## src/rtl/missile_ctl.sv

```systemverilog
// rtl/missile_ctl.sv - player missile launch, flight and cooldown controller
module missile_ctl #(
  parameter int SPEED     = 8,
  parameter int MISSILE_H = 20,
  parameter int Y_TOP     = 0,
  parameter int COOLDOWN  = 15
) (
  input  logic        pclk,
  input  logic        rst,
  input  logic        frame_tick,
  input  logic        fire,
  input  logic [10:0] xpos_ship,
  input  logic [10:0] ypos_ship,
  input  logic        hit,
  input  logic        level_change,
  output logic [10:0] xpos_missile,
  output logic [10:0] ypos_missile,
  output logic        on_missile,
  output logic        shot_fired
);

  // Parked missile sits below every enemy box so it can never collide.
  localparam logic [10:0] Y_PARK = 11'h7FF;
  localparam int          CW     = (COOLDOWN < 2) ? 1 : $clog2(COOLDOWN + 1);
  // One bit wider than y so Y_TOP+SPEED cannot overflow the compare.
  localparam logic [11:0] Y_STEP_MIN = 12'(Y_TOP + SPEED);

  typedef enum logic [1:0] {
    IDLE = 2'd0,
    FLY  = 2'd1,
    COOL = 2'd2
  } state_t;

  state_t          state, state_nxt;
  logic [CW-1:0]   cnt, cnt_nxt;
  logic [10:0]     x_nxt, y_nxt, y_launch;
  logic            on_nxt, shot_nxt;

  // Launch height clamps at the top of the screen instead of wrapping.
  always_comb begin
    y_launch = 11'd0;
    if (ypos_ship >= 11'(MISSILE_H)) y_launch = ypos_ship - 11'(MISSILE_H);
  end

  // Next-state and next-output logic; level_change overrides everything.
  always_comb begin
    state_nxt = state;
    cnt_nxt   = cnt;
    x_nxt     = 11'd0;
    y_nxt     = Y_PARK;
    on_nxt    = 1'b0;
    shot_nxt  = 1'b0;
    if (level_change) begin
      state_nxt = IDLE;
      cnt_nxt   = '0;
    end else begin
      unique case (state)
        IDLE: begin
          if (fire) begin
            state_nxt = FLY;
            x_nxt     = xpos_ship;
            y_nxt     = y_launch;
            on_nxt    = 1'b1;
            shot_nxt  = 1'b1;
          end
        end
        FLY: begin
          x_nxt  = xpos_missile;
          y_nxt  = ypos_missile;
          on_nxt = 1'b1;
          if (hit) begin
            state_nxt = COOL;
            cnt_nxt   = CW'(COOLDOWN);
            x_nxt     = 11'd0;
            y_nxt     = Y_PARK;
            on_nxt    = 1'b0;
          end else if (frame_tick) begin
            if ({1'b0, ypos_missile} >= Y_STEP_MIN) begin
              y_nxt = ypos_missile - 11'(SPEED);
            end else begin
              state_nxt = COOL;
              cnt_nxt   = CW'(COOLDOWN);
              x_nxt     = 11'd0;
              y_nxt     = Y_PARK;
              on_nxt    = 1'b0;
            end
          end
        end
        COOL: begin
          if (cnt == '0)      state_nxt = IDLE;
          else if (frame_tick) cnt_nxt  = cnt - CW'(1);
        end
        default: begin
          state_nxt = IDLE;
          cnt_nxt   = '0;
        end
      endcase
    end
  end

  // State, cooldown counter and all outputs are registered together.
  always_ff @(posedge pclk or negedge rst) begin
    if (!rst) begin
      state        <= IDLE;
      cnt          <= '0;
      xpos_missile <= 11'd0;
      ypos_missile <= Y_PARK;
      on_missile   <= 1'b0;
      shot_fired   <= 1'b0;
    end else begin
      state        <= state_nxt;
      cnt          <= cnt_nxt;
      xpos_missile <= x_nxt;
      ypos_missile <= y_nxt;
      on_missile   <= on_nxt;
      shot_fired   <= shot_nxt;
    end
  end

endmodule

```

## config.mk

```make
export PLATFORM = sky130hd
export DESIGN_NAME = missile_ctl
export DESIGN_NICKNAME = d
export VERILOG_FILES = /design/src/rtl/missile_ctl.sv
export SDC_FILE = /design/constraint.sdc
export NUM_CORES = 1
export LEC_CHECK = 0
export BUFFER_PORTS_ARGS = -buffer_cell sky130_fd_sc_hd__buf_2
export CAP_MARGIN = 40
export CORE_MARGIN = 4
export CORE_UTILIZATION = 40
export CTS_BUF_LIST = sky130_fd_sc_hd__clkbuf_16
export DETAILED_ROUTE_END_ITERATION = 16
export PLACE_DENSITY = 0.67
export REMOVE_ABC_BUFFERS = 1
export SLEW_MARGIN = 20
export SYNTH_ARGS = -nofsm -noshare
export SYNTH_HDL_FRONTEND = slang
export SYNTH_SLANG_ARGS = --single-unit
```

## constraint.sdc

```tcl
create_clock -name pclk -period 2.9 [get_ports pclk]
set_clock_uncertainty 0.05 [all_clocks]
set_input_delay 0.58 -clock pclk [delete_from_list [all_inputs] [get_ports pclk]]
set_output_delay 0.58 -clock pclk [all_outputs]
set_load 0.02 [all_outputs]
```

Word level (Yosys, flattened, before mapping) --
Index checks and enable logic that the tools add are counted.
Cells by class: equal/unequal tests 9, reduce and logical (&&, ||, !) cells 5, muxes and demuxes 35, $lt $le $gt $ge 2, add/sub/neg operators 3
Operators with widths (count):
- $mux 11 | 11
- $pmux 11 s2 | 2
- $mux 4 | 6
- $mux 2 | 6
- $ne 3x3->1 const B | 4
- $pmux 4 s3 | 1
- $ge 11x4->1 const B | 1
- $ge 11x5->1 const B | 1
- $sub 11x4->11 const B | 1
- $sub 11x5->11 const B | 1
- $ne 4x4->1 const B | 2
- $mux 1 | 7
- $pmux 2 s3 | 1
- $reduce_and 5->1 | 1
- $logic_not 4->1 | 1
- $reduce_and 4->1 | 1
- $sub 4x1->4 const B | 1
- $eq 2x1->1 const B | 1
- $eq 2x2->1 const B | 1
- $logic_not 2->1 | 1
- $ne 2x2->1 const B | 1
- $pmux 1 s2 | 1
- $reduce_and 2->1 | 1
Word-level totals: logic and storage cells 60, input bits 28, output and inout bits 24, bits in registers 30

Longest topological paths before layout --
depth after elaboration 6, gate-level depth with buffers 9, depth with buffers taken out 7

Worst setup path after synthesis --
Ideal clock, no wire load.
kind register -> register, start point register ypos_missile[3], end point register cnt[3], clock period less this slack 2201 ps, slack 699 ps, arrival 2065 ps, setup time 87 ps, data required time 2763 ps, cell stages (with the launch flop) 9, buffers on the path 1, cells stage by stage dfstp_2 inv_1 ha_1 or4b_4 a2111oi_4 or2_1 buf_4 a41oi_1 o211ai_1
On the way: word-level cells in the longest chain between the ends 3
Ends and longest elaborated chain:
- from (decl) | line 17 | output logic [10:0] ypos_missile,
- from (signal assigned) | line 114 | ypos_missile <= y_nxt;
- $ge 11x4->1 | line 78 | if ({1'b0, ypos_missile} >= Y_STEP_MIN) begin
- $ne 4x4->1 (no line)
- $reduce_and 5->1 (no line)
- to (signal assigned) | line 112 | cnt <= cnt_nxt;
- to (decl) | line 35 | logic [CW-1:0] cnt, cnt_nxt;
Every way passes these cells. A chain may end at the register's enable or synchronous reset.

Worst setup path after layout --
start point register ypos_missile[3], end point register xpos_missile[9]
On the way: word-level cells in the longest chain between the ends 3
Ends and longest elaborated chain:
- $ge 11x4->1 | line 78
- $ne 4x4->1 (no line)
- $reduce_and 2->1 (no line)
- to (signal assigned) | line 113 | xpos_missile <= x_nxt;
- to (decl) | line 16 | output logic [10:0] xpos_missile,
Every way passes these cells.

==> impl_metrics.json <==
{
  "outcome": "finished clean",
  "dieHeight_um": 77.5,
  "fmaxAchievable_ghz": 0.404,
  "cts.reportedPaths.clkPinSlew_ns": 0.05,
  "critPathSlowestCell": "or4b_4",
  "path_class": "register to register",
  "cp_num_buf_inv": 2,
  "setup_violations": 0,
  "via_per_inst": 5.44,
  "cts_max_level": 2,
  "async_flop_share": 1.00,
  "reg2reg_to": "xpos_missile[9]",
  "post_cts_buffers": 0,
  "syn_avg_cell_area_um2": 8.43,
  "cts_tree": "done",
  "initial_core_util": 0.411,
  "maxCapViolCount": 0,
  "final_cell_mix": "51 x buf_2, 39 x nand2_1, 23 x nor2_1",
  "drc": 0,
  "ios": 52,
  "antenna_found_initial": 0,
  "n_fill_cell": 477,
  "cts_resized": 0,
  "rows": 25,
  "r2r_start": "ypos_missile[3]",
  "min_period_ns": 2.47,
  "final_layout_size_suffix_gt1_frac": 0.285,
  "vias": 1840,
  "rsz0062_at_grt": "false",
  "pre_cts_ws_ns": 0.448,
  "post-dp-hpwl_um": 3720,
  "post-route-util": 0.513,
  "ys_ff_latch": 30,
  "synth_edf_count": 0,
  "ctsHoldBuffers": 0,
  "final_common_cell": "buf_2",
  "first_iter_violations": 104,
  "clockRootBuffer": "clkbuf_16",
  "p_leak_nw": 1.11,
  "crit_fanout": 11,
  "yosysTopAreaCellShare": 0.246,
  "cp.arrival_ns": 2.63,
  "syn_to_final_growth_pct": 24.6,
  "core_area_um2": 4690,
  "firstDrtPassIters": 4,
  "yosysWarnings": 0,
  "reg2reg_setup_slack_ns": 0.43,
  "reg2regPathDepth": 8,
  "max_stage_delay_ns": 0.51,
  "path_delay_family": "simple AND/OR/NAND/NOR gates",
  "min_path_type": "input pin to async pin",
  "whs_ns": 0.279,
  "dp_cells": 330,
  "syn-cell-area_um2": 1930,
  "cp-start-kind": "register",
  "fin_crit_sh": 0.853,
  "finalNetCount": 319,
  "routed_wl_um": 4950,
  "yosysTopAreaCell": "dfrtp_1",
  "finalHoldViolCount": 0,
  "track_usage": 0.175,
  "syn_inst": 229,
  "die_area_um2": 6000,
  "first_global_vias": 1850,
  "slew_viol_final": 0,
  "grt_max_degree": 31,
  "n_antenna_cell": 0,
  "worst_slack_ns": 0.426,
  "final_cells": 338,
  "cts.sinks": 30,
  "finalSetupTns_ns": 0,
  "cts_buffer_depth": 2,
  "ir_worst_vdd_mv": 0.367,
  "cp_cell_sequence": "inv_1 > ha_1 > or4b_4 > a2111oi_4 > or2_1 > buf_4 > nand3_1 > nand2_1",
  "ys.flop_type": "dfrtp_1",
  "worst_pin_slew_ns": 0.747,
  "routedWlPerCell_um": 14.7,
  "grt_pass1_wl_um": 8490,
  "power_density_nw_per_um2": 861,
  "yosysUniqueCellTypes": 49,
  "numCtsBuffers": 5,
  "globalplace.congestion": 0.791,
  "ys_seq_area_frac": 0.396,
  "synth_area_leaders": "dfrtp_1 25%, dfstp_2 15%, nand2_1 7.6%",
  "portBuffers": 51,
  "clk_latency_ns": 0.27,
  "grt_overflow": 0,
  "crit_path_end_kind": "register",
  "die_width_um": 77.5,
  "final_antenna_net_count": 0,
  "worstPathRequired_ns": 3.06,
  "maxSlewHeadroom": 0.500
}
==> kinds of logic (layout without fill, tap and decap cells) <==
logic type / count (synthesis) / in the layout / share of synthesized area
xor gates and xnor gates: 4 / 4 / 0.0181
muxes: 1 / 1 / 0.00583
and+or+nand+nor: 106 / 106 / 0.266
adders and majority gates: 8 / 8 / 0.0518
buffers and inverters: 22 / 77 / 0.0486
DFF: 30 / 30 / 0.396
AOI/OAI and AO/OA: 58 / 58 / 0.214
==> report_power, final <==
part           internal [W]  switching, W  total (W)
Sequential         0.000558      0.000114   0.000672
Combinational      0.000314      0.000511   0.000825
Clock              0.000398      0.000174   0.000572
==> cell usage after synthesis (3+ instances only) <==
master / instances
nor3b_1: 3
a31oi_1: 7
o21a_1: 5
nor3_1: 6
nand2b_1: 4
inv_1: 14
or3_1: 3
o211ai_1: 3
nor2_1: 23
nand2_1: 39
a21oi_1: 10
dfrtp_1: 19
o21ai_0: 11
dfstp_2: 11
clkbuf_1: 5
o31ai_1: 5
nand3_1: 13
ha_1: 8
==> how the worst max path moves through the flow <==
stage / startpoint / to / cells after the start
floorplan: ypos_missile[3] / cnt[3] / 7
global placement: ypos_missile[3] / xpos_missile[1] / 8
detailed placement: ypos_missile[3] / xpos_missile[9] / 8
CTS: ypos_missile[3] / xpos_missile[9] / 8
global route: ypos_missile[3] / xpos_missile[4] / 8
finish: ypos_missile[3] / xpos_missile[9] / 8
==> state kept, by name, summed over array words and instances (netlist names) <==
| register | flops |
|---|---|
| state | 2 |
| ypos_missile | 11 |
| on_missile | 1 |
| xpos_missile | 11 |
| cnt | 4 |
| shot_fired | 1 |
==> area by class of cell <==
type / count / area (µm²) / share of cell area
multi-input cells: 177 / 1070 / 0.446
well taps: 54 / 67.6 / 0.0281
inverters: 14 / 52.6 / 0.0219
clock buffers: 5 / 125 / 0.0520
flip-flops and latches: 30 / 764 / 0.318
clock inverters: 3 / 37.5 / 0.0156
repair buffers: 55 / 285 / 0.119
==> through the flow <==
step           instance area [µm²]  power [W]
3_5_place_dp                  2240    0.00150
2_1_floorplan                 1890    0.00121
3_3_place_gp                  2240    0.00149
5_1_grt                       2400    0.00221
6_report                      2400    0.00207
4_1_cts                       2400    0.00209
==> metal layers <==
metal  share of wire  global-route usage
met1            0.44               0.209
met2            0.50               0.301
met3           0.041              0.0406
met4           0.017              0.0730
met5               0                   0
Power figures use the tool's default switching activity.
